===== config.mk =====
export PLATFORM = sky130hd
export DESIGN_NAME = mouse_axis_emu
export DESIGN_NICKNAME = d
export VERILOG_FILES = /design/src/rtl/mouse_axis_emu.sv
export SDC_FILE = /design/constraint.sdc
export NUM_CORES = 1
export LEC_CHECK = 0
export CAP_MARGIN = 30
export CORE_MARGIN = 2
export CORE_UTILIZATION = 30
export CTS_BUF_LIST = sky130_fd_sc_hd__clkbuf_8 sky130_fd_sc_hd__clkbuf_16
export CTS_CLUSTER_DIAMETER = 60
export DETAILED_ROUTE_END_ITERATION = 8
export GPL_TIMING_DRIVEN = 0
export SYNTH_ARGS = -nofsm -noshare
export SYNTH_HDL_FRONTEND = slang
export SYNTH_SLANG_ARGS = --single-unit

===== constraint.sdc =====
create_clock -name CLK -period 5 [get_ports CLK]
set_input_delay 0.5 -clock CLK [delete_from_list [all_inputs] [get_ports CLK]]
set_output_delay 0.5 -clock CLK [all_outputs]
set_load 0.02 [all_outputs]

===== src/rtl/mouse_axis_emu.sv =====
// PS/2 mouse packets to emulated analog joystick axes: saturating signed accumulators with
// per-packet step limiting, hold / spring (auto-recentre) modes and yield to a real stick or CPU halt.
module mouse_axis_emu #(
   parameter int AXW           = 8,
   parameter int SHIFT         = 1,
   parameter int STEP_MAX      = 10,
   parameter int RECENTER_DIV  = 50000,
   parameter int RECENTER_STEP = 1
) (
   input  logic                  CLK,
   input  logic                  RESET_N,
   input  logic [24:0]           MOUSE,
   input  logic [2*AXW-1:0]      JOYA,
   input  logic                  HALT,
   input  logic                  MODE,
   input  logic                  INVERT_Y,
   output logic signed [AXW-1:0] AX,
   output logic signed [AXW-1:0] AY,
   output logic [1:0]            BTN,
   output logic                  ACTIVE
);
   localparam int DW = (AXW + 2 > 11) ? AXW + 2 : 11;
   localparam int CW = $clog2(RECENTER_DIV);
   localparam logic [CW-1:0]        CNT_LAST = CW'(RECENTER_DIV - 1);
   localparam logic signed [DW-1:0] STEP_HI  = DW'(STEP_MAX);
   localparam logic signed [DW-1:0] STEP_LO  = -STEP_HI;
   localparam logic signed [DW-1:0] AX_HI    = DW'((2 ** (AXW - 1)) - 1);
   localparam logic signed [DW-1:0] AX_LO    = ~AX_HI;
   localparam logic signed [DW-1:0] RC_STEP  = DW'(RECENTER_STEP);

   function automatic logic signed [DW-1:0] axis_delta(input logic sign, input logic [7:0] data,
                                                       input logic neg);
      logic signed [DW-1:0] d;
      d = {{(DW-8){sign}}, data};
      d = d >>> SHIFT;
      if (neg) d = -d;
      if (d > STEP_HI) d = STEP_HI;
      else if (d < STEP_LO) d = STEP_LO;
      return d;
   endfunction

   function automatic logic signed [AXW-1:0] sat_axis(input logic signed [DW-1:0] s);
      logic signed [DW-1:0] r;
      r = s;
      if (s > AX_HI) r = AX_HI;
      else if (s < AX_LO) r = AX_LO;
      return r[AXW-1:0];
   endfunction

   // A recentre step never crosses zero: anything within one step lands exactly on 0.
   function automatic logic signed [AXW-1:0] toward_zero(input logic signed [AXW-1:0] a);
      logic signed [DW-1:0] v;
      v = DW'(a);
      if (v > RC_STEP) v = v - RC_STEP;
      else if (v < -RC_STEP) v = v + RC_STEP;
      else v = '0;
      return v[AXW-1:0];
   endfunction

   logic                  stb_p1;
   logic                  vld_p1;
   logic [1:0]            btn_p1;
   logic [CW-1:0]         cnt_p1;
   logic signed [AXW-1:0] acc_x_p1, acc_y_p1;

   logic                  evt, takeover;
   logic signed [DW-1:0]  dx, dy;
   logic signed [AXW-1:0] nx, ny;
   logic                  unused_mouse;

   assign unused_mouse = ^{MOUSE[7:6], MOUSE[3:2]};

   // Stage p0: packet detect and delta path
   always_comb begin
      evt      = MOUSE[24] ^ stb_p1;
      takeover = (JOYA != '0) || HALT;
      dx       = axis_delta(MOUSE[4], MOUSE[15:8], 1'b0);
      dy       = axis_delta(MOUSE[5], MOUSE[23:16], INVERT_Y);
      nx       = sat_axis(DW'(acc_x_p1) + dx);
      ny       = sat_axis(DW'(acc_y_p1) + dy);
   end

   // Stage p1: accumulators and ownership
   always_ff @(posedge CLK) begin
      stb_p1 <= MOUSE[24];
      if (!RESET_N || takeover) begin
         acc_x_p1 <= '0;
         acc_y_p1 <= '0;
         btn_p1   <= '0;
         vld_p1   <= 1'b0;
         cnt_p1   <= '0;
      end else if (evt) begin
         acc_x_p1 <= nx;
         acc_y_p1 <= ny;
         btn_p1   <= MOUSE[1:0];
         vld_p1   <= 1'b1;
         cnt_p1   <= '0;
      end else if (MODE && vld_p1) begin
         if (cnt_p1 == CNT_LAST) begin
            cnt_p1   <= '0;
            acc_x_p1 <= toward_zero(acc_x_p1);
            acc_y_p1 <= toward_zero(acc_y_p1);
         end else begin
            cnt_p1 <= cnt_p1 + 1'b1;
         end
      end else begin
         cnt_p1 <= '0;
      end
   end

   assign AX     = vld_p1 ? acc_x_p1 : JOYA[AXW-1:0];
   assign AY     = vld_p1 ? acc_y_p1 : JOYA[2*AXW-1:AXW];
   assign BTN    = vld_p1 ? btn_p1 : 2'b00;
   assign ACTIVE = vld_p1;
endmodule

==> results.toml, run 1 <==
[run_status]
status = "completed"

[critical_path]
critical_path.startpoint_type = "input port"
reg2reg_depth = 9
crit_start = "MOUSE[18]"
crit_path_end = "acc_y_p1[2]$_SDFFE_PP0P_"
required_ps = 5150
r2r_end = "acc_x_p1[2]$_SDFFE_PP0P_"
r2r-start = "acc_x_p1[1]$_SDFFE_PP0P_"
rrSetupSlack_ps = 2040
path_class = "in -> reg"
crit_fanout = 7
end_kind = "flop"
cp.arrival_ps = 4950

[floorplanning]
ios = 65
die_area_um2 = 13100
die_w_um = 114
die_h_um = 114
core_um2 = 12000
row_count = 40
start_util = 0.306

[yosys]
synth_top_area_share = 0.197
synth_fp_nets = 570
synth_edf_count = 0
yosys-top-cells-count = "nor2_1, nand2_1, a21oi_1"
synth_most_common_cell = "nor2_1"
seq_area_frac_synth = 0.197
yosysWarningCount = 0
ys.flop_type = "dfxtp_1"
synth_cells = 493
yosysUniqueCellTypes = 65
syn_area_um2 = 3660
syn_avg_cell_area_um2 = 7.42
ys_ff_latch = 36
synth_area_leaders = "dfxtp_1, ha_1, nor2_1"
synth_top_cell_by_area = "dfxtp_1"
postSynth.asyncResetShare = 0

[timing]
final-hold-violation-count = 0
drv_slew = 0
rsz0062_at_grt = "yes"
hold_slack_ps = 463
finClkSkew_ps = 6.21
fin_crit_ps = 4800
worst_pin_slew_ps = 724
finalCritPeriodShare = 0.960
finalSetupViolations = 0
slew_headroom = 0.514
fmax_mhz = 208

[power_and_ir_drop]
p_leak_nw = 1.77
cellPowerDensity_nw_per_um2 = 185
vdd_drop_max_uv = 142
p_total_mw = 0.855

[global_route]
grt_start_max_net_pins = 14
grt_pass1_wl_mm = 16.7
antenna_found_initial = 0
grt_usage = 0.153
grt-ovfl-total = 0
first_global_vias = 3626

[final_layout]
final_cells = 707
nets = 636
n_antenna_cell = 0
drive_above_1_share = 0.0839
design_area_um2 = 4620
area_growth_pct = 26.2
fillerInstances = 1226
utilization = 0.386

[clock_network]
cts_made_buffers = 5
root_buffer = "clkbuf_16"
cts_tree = "done"
clockBufferDepth = 2
clock_latency_ps = 280
clock-sinks = 36
htreeDepth = 2
clkTransAtPathRegs_ps = 60
ctsHoldBuffers = 0

[routing]
drtPass1Iterations = 4
drc = 0
routed_wl_mm = 9.98
drt_iter0_markers = 194
wire_per_inst_um = 14.1
wl_met3_um = 402
m1WireLength_mm = 4.57
num_vias = 3762
antenna_left = 0
met2_length_mm = 4.95
detail_route.vias_per_cell = 5.32
highest_layer = "met4"

[placed_design]
io_buffers = 57
dpl.hpwl_mm = 7.81
placed_area_um2 = 4410
routabilityCongestion = 0.828
place_inst = 697

[hold_path]
worstHoldStart = "btn_p1[1]$_SDFFE_PP0N_"
whs_path_depth = 2
hold_path_class = "reg -> reg"

[job]
drv_cap = 0
==> what timing repair did <==
| action | CTS | global route |
|---|---|---|
| setup buffers | 0 | 2 |
| setup endpoints to repair | 0 | 7 |
| resized for setup | 0 | 6 |
==> critical path, cell delays in order <==
cell and delay (ps):
clkdlybuf4s50_1 500, inv_1 120, ha_2 220, or3b_2 490
nand2_1 90, a21oi_1 60, o22a_1 220, nand3_1 90
a21boi_1 70, a311o_2 380, a21boi_1 140, ha_2 350
o21ai_0 120, o211ai_1 330, a2111oi_0 160, or3b_1 410
o31ai_2 280, nand2_2 140, a21oi_1 210, o41ai_2 80
==> where the power goes <==
group          switching [mW]  internal, mW
logic                   0.104        0.0963
registers            0.000377         0.287
clock network           0.130         0.237
==> metrics by stage <==
step / setup TNS [ps] / worst slack (ps)
final: 0 / 198
after global routing: -144 / -33.5
after CTS: 0 / 149
after detailed placement: -635 / -129
after global placement: -81.6 / -47.8
after floorplan: 0 / 897
==> per-layer routing <==
layer,vias to the layer above,global-route usage
met5,-,0
met4,0,0.0268
met3,6,0.0254
met2,72,0.271
met1,1773,0.196
li1,1911,-
==> final cells by class <==
type,count,area [um^2],area share
clock buffers,5,125,0.0271
well taps,147,184,0.0398
repair buffers,59,586,0.127
clock inverters,3,46.3,0.0100
multi-input cells,419,2790,0.605
plain buffers,19,93.8,0.0203
inverters,19,71.3,0.0154
flip-flops and latches,36,721,0.156
==> worst min path at each step <==
stage | slack [ps] | endpoint
after floorplan | 420 | cnt_p1[0]$_SDFF_PP0_
after global placement | 430 | cnt_p1[0]$_SDFF_PP0_
after detailed placement | 450 | btn_p1[0]$_SDFFE_PP0N_
after CTS | 460 | btn_p1[0]$_SDFFE_PP0N_
after global routing | 490 | btn_p1[0]$_SDFFE_PP0N_
final | 460 | btn_p1[1]$_SDFFE_PP0N_
==> state kept, by name, indices dropped and copies added, names as in the netlist <==
signal,count
ACTIVE,1
cnt_p1,16
btn_p1,2
acc_x_p1,8
stb_p1,1
acc_y_p1,8
==> placed cells by master (no fill, tap or decap), drive strengths merged, types with 3 or more instances in the layout <==
cell type      instances
a21o                   6
or3                    4
o31ai                  4
nor3                  12
nor2                  59
xnor2                 25
nor2b                  4
a31oi                 11
o221ai                 3
nand3                 16
ha                    29
and2                   5
nor3b                  3
buf                    7
clkdlybuf4s50         57
nand4                  8
inv                   20
o22ai                  3
clkbuf                19
a21oi                 44
or4                    3
xor2                  20
nor4b                  5
o21a                   3
dfxtp                 36
and3                   8
nand2                 52
mux2                  16
nor4                   3
o21bai                 5
o21ai                 34
==> kinds of logic (layout without fill, tap and decap cells) <==
group,count (synthesis),after routing,synth area share
xor+xnor,45,45,0.108
buf+inv,38,105,0.0451
compound gates,137,137,0.240
mux,18,18,0.0547
flops,36,36,0.197
fa+ha+maj,31,31,0.110
simple gates,188,188,0.245
Power figures use the tool's default switching activity.
==> run 2: changes to the inputs <==
==> constraint.sdc (replaced) <==
create_clock -name CLK -period 5 [get_ports CLK]
set_input_delay 0.5 -clock CLK [delete_from_list [all_inputs] [get_ports CLK]]
set_output_delay 0.5 -clock CLK [all_outputs]
set_load 0.01 [all_outputs]
==> results of run 2 <==
The final DEF is identical to that of run 1. Status: completed.
Main changes from that run: total power 0.855 mW -> 0.850 mW
==> run 3: changes to the inputs <==
--- a/config.mk
+++ b/config.mk
@@ -6,12 +6,12 @@
 export NUM_CORES = 1
 export LEC_CHECK = 0
 export CAP_MARGIN = 30
-export CORE_MARGIN = 2
 export CORE_UTILIZATION = 30
 export CTS_BUF_LIST = sky130_fd_sc_hd__clkbuf_8 sky130_fd_sc_hd__clkbuf_16
 export CTS_CLUSTER_DIAMETER = 60
 export DETAILED_ROUTE_END_ITERATION = 8
 export GPL_TIMING_DRIVEN = 0
+export PLACE_DENSITY_LB_ADDON = 0.15
 export SYNTH_ARGS = -nofsm -noshare
 export SYNTH_HDL_FRONTEND = slang
 export SYNTH_SLANG_ARGS = --single-unit
==> run 3 against run 2 <==
Sequential power barely moved. Non-clock buffer count fell by 1. Core utilization rose by 0.93 points. Register-to-register slack barely moved. Clock-buffer cell count did not move. Setup slack improved by 110 ps. Final cell count fell by 0.71%. Critical path type unchanged. Largest power group unchanged.
==> results.toml, run 3 (synthesis gave the netlist of run 1 again) <==
[power_and_ir_drop]
cellPowerDensity_nw_per_um2 = 175
power.share.clock = 0.392
p_int_mw = 0.571
power_frac_comb = 0.250
swShare = 0.291
p_total_mw = 0.805
seq_power_share = 0.357
vdd_drop_max_uv = 133
p_leak_nw = 1.76
switchingPower_mw = 0.234

[placed_design]
placed_area_um2 = 4410
pre_cts_ws_ps = -201
dpl.hpwl_mm = 8.06
io_buffers = 57
routabilityCongestion = 0.812

[floorplanning]
row_count = 39
die_area_um2 = 12600
die_w_um = 112
core_um2 = 11700
die_h_um = 112
start_util = 0.314
ios = 65

[routing]
detail_route.vias_per_cell = 5.23
routed_wl_mm = 10.2
drt_iter0_markers = 186
antenna_left = 0
wire_per_inst_um = 14.6
drtPass1Iterations = 4
drc = 0
num_vias = 3673

[clock_network]
clkTransAtPathRegs_ps = 60
ctsHoldBuffers = 0
clock-sinks = 36
htreeDepth = 2
clockBufferDepth = 2
clock_latency_ps = 280
root_buffer = "clkbuf_16"
cts_made_buffers = 5
cts_tree = "done"

[timing]
drv_slew = 0
slew_headroom = 0.470
finClkSkew_ps = 4.00
worst_pin_slew_ps = 783
setup_ws_ps = 307
finalSetupTns_ps = 0
final-hold-violation-count = 0
fmax_mhz = 213
finalCritPeriodShare = 0.939
finalSetupViolations = 0
fin_crit_ps = 4690

[final_layout]
utilization = 0.395
seqCellArea_um2 = 721
reg.largest.list = "cnt_p1 x16, acc_x_p1 x8, acc_y_p1 x8"
design_area_um2 = 4610
fillerInstances = 1218
drive_above_1_share = 0.0930
layout_commonest_cell = "nor2_1"
final_cell_mix = "nor2_1, clkdlybuf4s50_1, nand2_1"
nets = 635
largest-register = "cnt_p1"
multi_input_area_um2 = 2820
n_antenna_cell = 0
largest_reg_flops = 16
area_growth_pct = 26.0

[hold_path]
hold_path_class = "reg -> reg"

[critical_path]
rrSetupSlack_ps = 2050
required_ps = 5160
critPathMaxStageDelay_ps = 490
path_cells = "clkdlybuf4s50_1 > inv_1 > ha_2 > or3b_2 > nand2_1 > a21oi_1 > o22a_1 > nand3_1 > a21boi_1 > a311o_2 > a21boi_1 > ha_2 > o21ai_1 > o211ai_1 > a2111oi_1 > or3b_1 > o31ai_2 > nand2_2 > a21oi_2 > o41ai_2"
reg2reg_depth = 9
r2r_end = "acc_x_p1[2]$_SDFFE_PP0P_"
crit_start = "MOUSE[17]"
crit_fanout = 7
cp.arrival_ps = 4850
r2r-start = "acc_x_p1[1]$_SDFFE_PP0P_"
end_kind = "flop"
crit_path_end = "acc_y_p1[2]$_SDFFE_PP0P_"
cpMaxStageDelayCell = "or3b_2"
critical_path.startpoint_type = "input port"
path_class = "in -> reg"

[global_route]
grt-ovfl-total = 0
antenna_found_initial = 0
grt_pass1_wl_mm = 17.2
grt_start_max_net_pins = 14
first_global_vias = 3543
grt_usage = 0.168

[job]
drv_cap = 0

[run_status]
status = "completed"
-- run 3: per-layer routing --
| layer | track usage | routed length, um | vias up |
|---|---|---|---|
| met5 | 0 | 0 | - |
| met4 | 0.0293 | 105 | 0 |
| met3 | 0.0281 | 486 | 9 |
| met2 | 0.255 | 4280 | 83 |
| met1 | 0.249 | 5360 | 1670 |
| li1 | - | - | 1911 |
-- run 3: timing repair --
action / 4_1_cts / 5_1_grt
endpoints found under the setup margin: 0 / 7
resized for setup: 0 / 15
setup buffers: 0 / 1
-- run 3: per-stage QoR --
| stage | instances | hold WS (ps) |
|---|---|---|
| after floorplan | 493 | 418 |
| after global placement | 693 | 433 |
| after detailed placement | 693 | 442 |
| after CTS | 701 | 451 |
| after global routing | 702 | 475 |
| final | 702 | 445 |
-- run 3: how the worst min path moves through the flow --
stage                               startpoint                   end  slack [ps]  cells after the start
after floorplan           cnt_p1[0]$_SDFF_PP0_  cnt_p1[0]$_SDFF_PP0_         420                      1
after global placement    cnt_p1[0]$_SDFF_PP0_  cnt_p1[0]$_SDFF_PP0_         430                      1
after global routing      cnt_p1[0]$_SDFF_PP0_  cnt_p1[0]$_SDFF_PP0_         480                      1
after CTS                 cnt_p1[0]$_SDFF_PP0_  cnt_p1[0]$_SDFF_PP0_         450                      1
after detailed placement  cnt_p1[0]$_SDFF_PP0_  cnt_p1[0]$_SDFF_PP0_         440                      1
final                     cnt_p1[0]$_SDFF_PP0_  cnt_p1[0]$_SDFF_PP0_         450                      1
-- run 3: final cells by class --
class	count	area share
Buffer	19	0.0203
Clock buffer	5	0.0271
Clock inverter	3	0.00515
Inverter	19	0.0155
Multi-Input combinational cell	419	0.611
Sequential cell	36	0.156
Tap cell	143	0.0388
Timing Repair Buffer	58	0.126
-- run 3: power by group through the flow --
stage	clock [mW]	combinational, mW	sequential, mW
2_1_floorplan	0	0.114	0.294
3_3_place_gp	0	0.190	0.294
3_5_place_dp	0	0.193	0.294
4_1_cts	0.323	0.194	0.288
5_1_grt	0.335	0.223	0.287
6_report	0.316	0.202	0.288
-- run 3: critical path, delay by kind of cell --
kind | cells | cell delay [ps]
buf+inv | 2 | 580
compound gates | 11 | 1920
fa+ha+maj | 2 | 590
simple gates | 5 | 1260
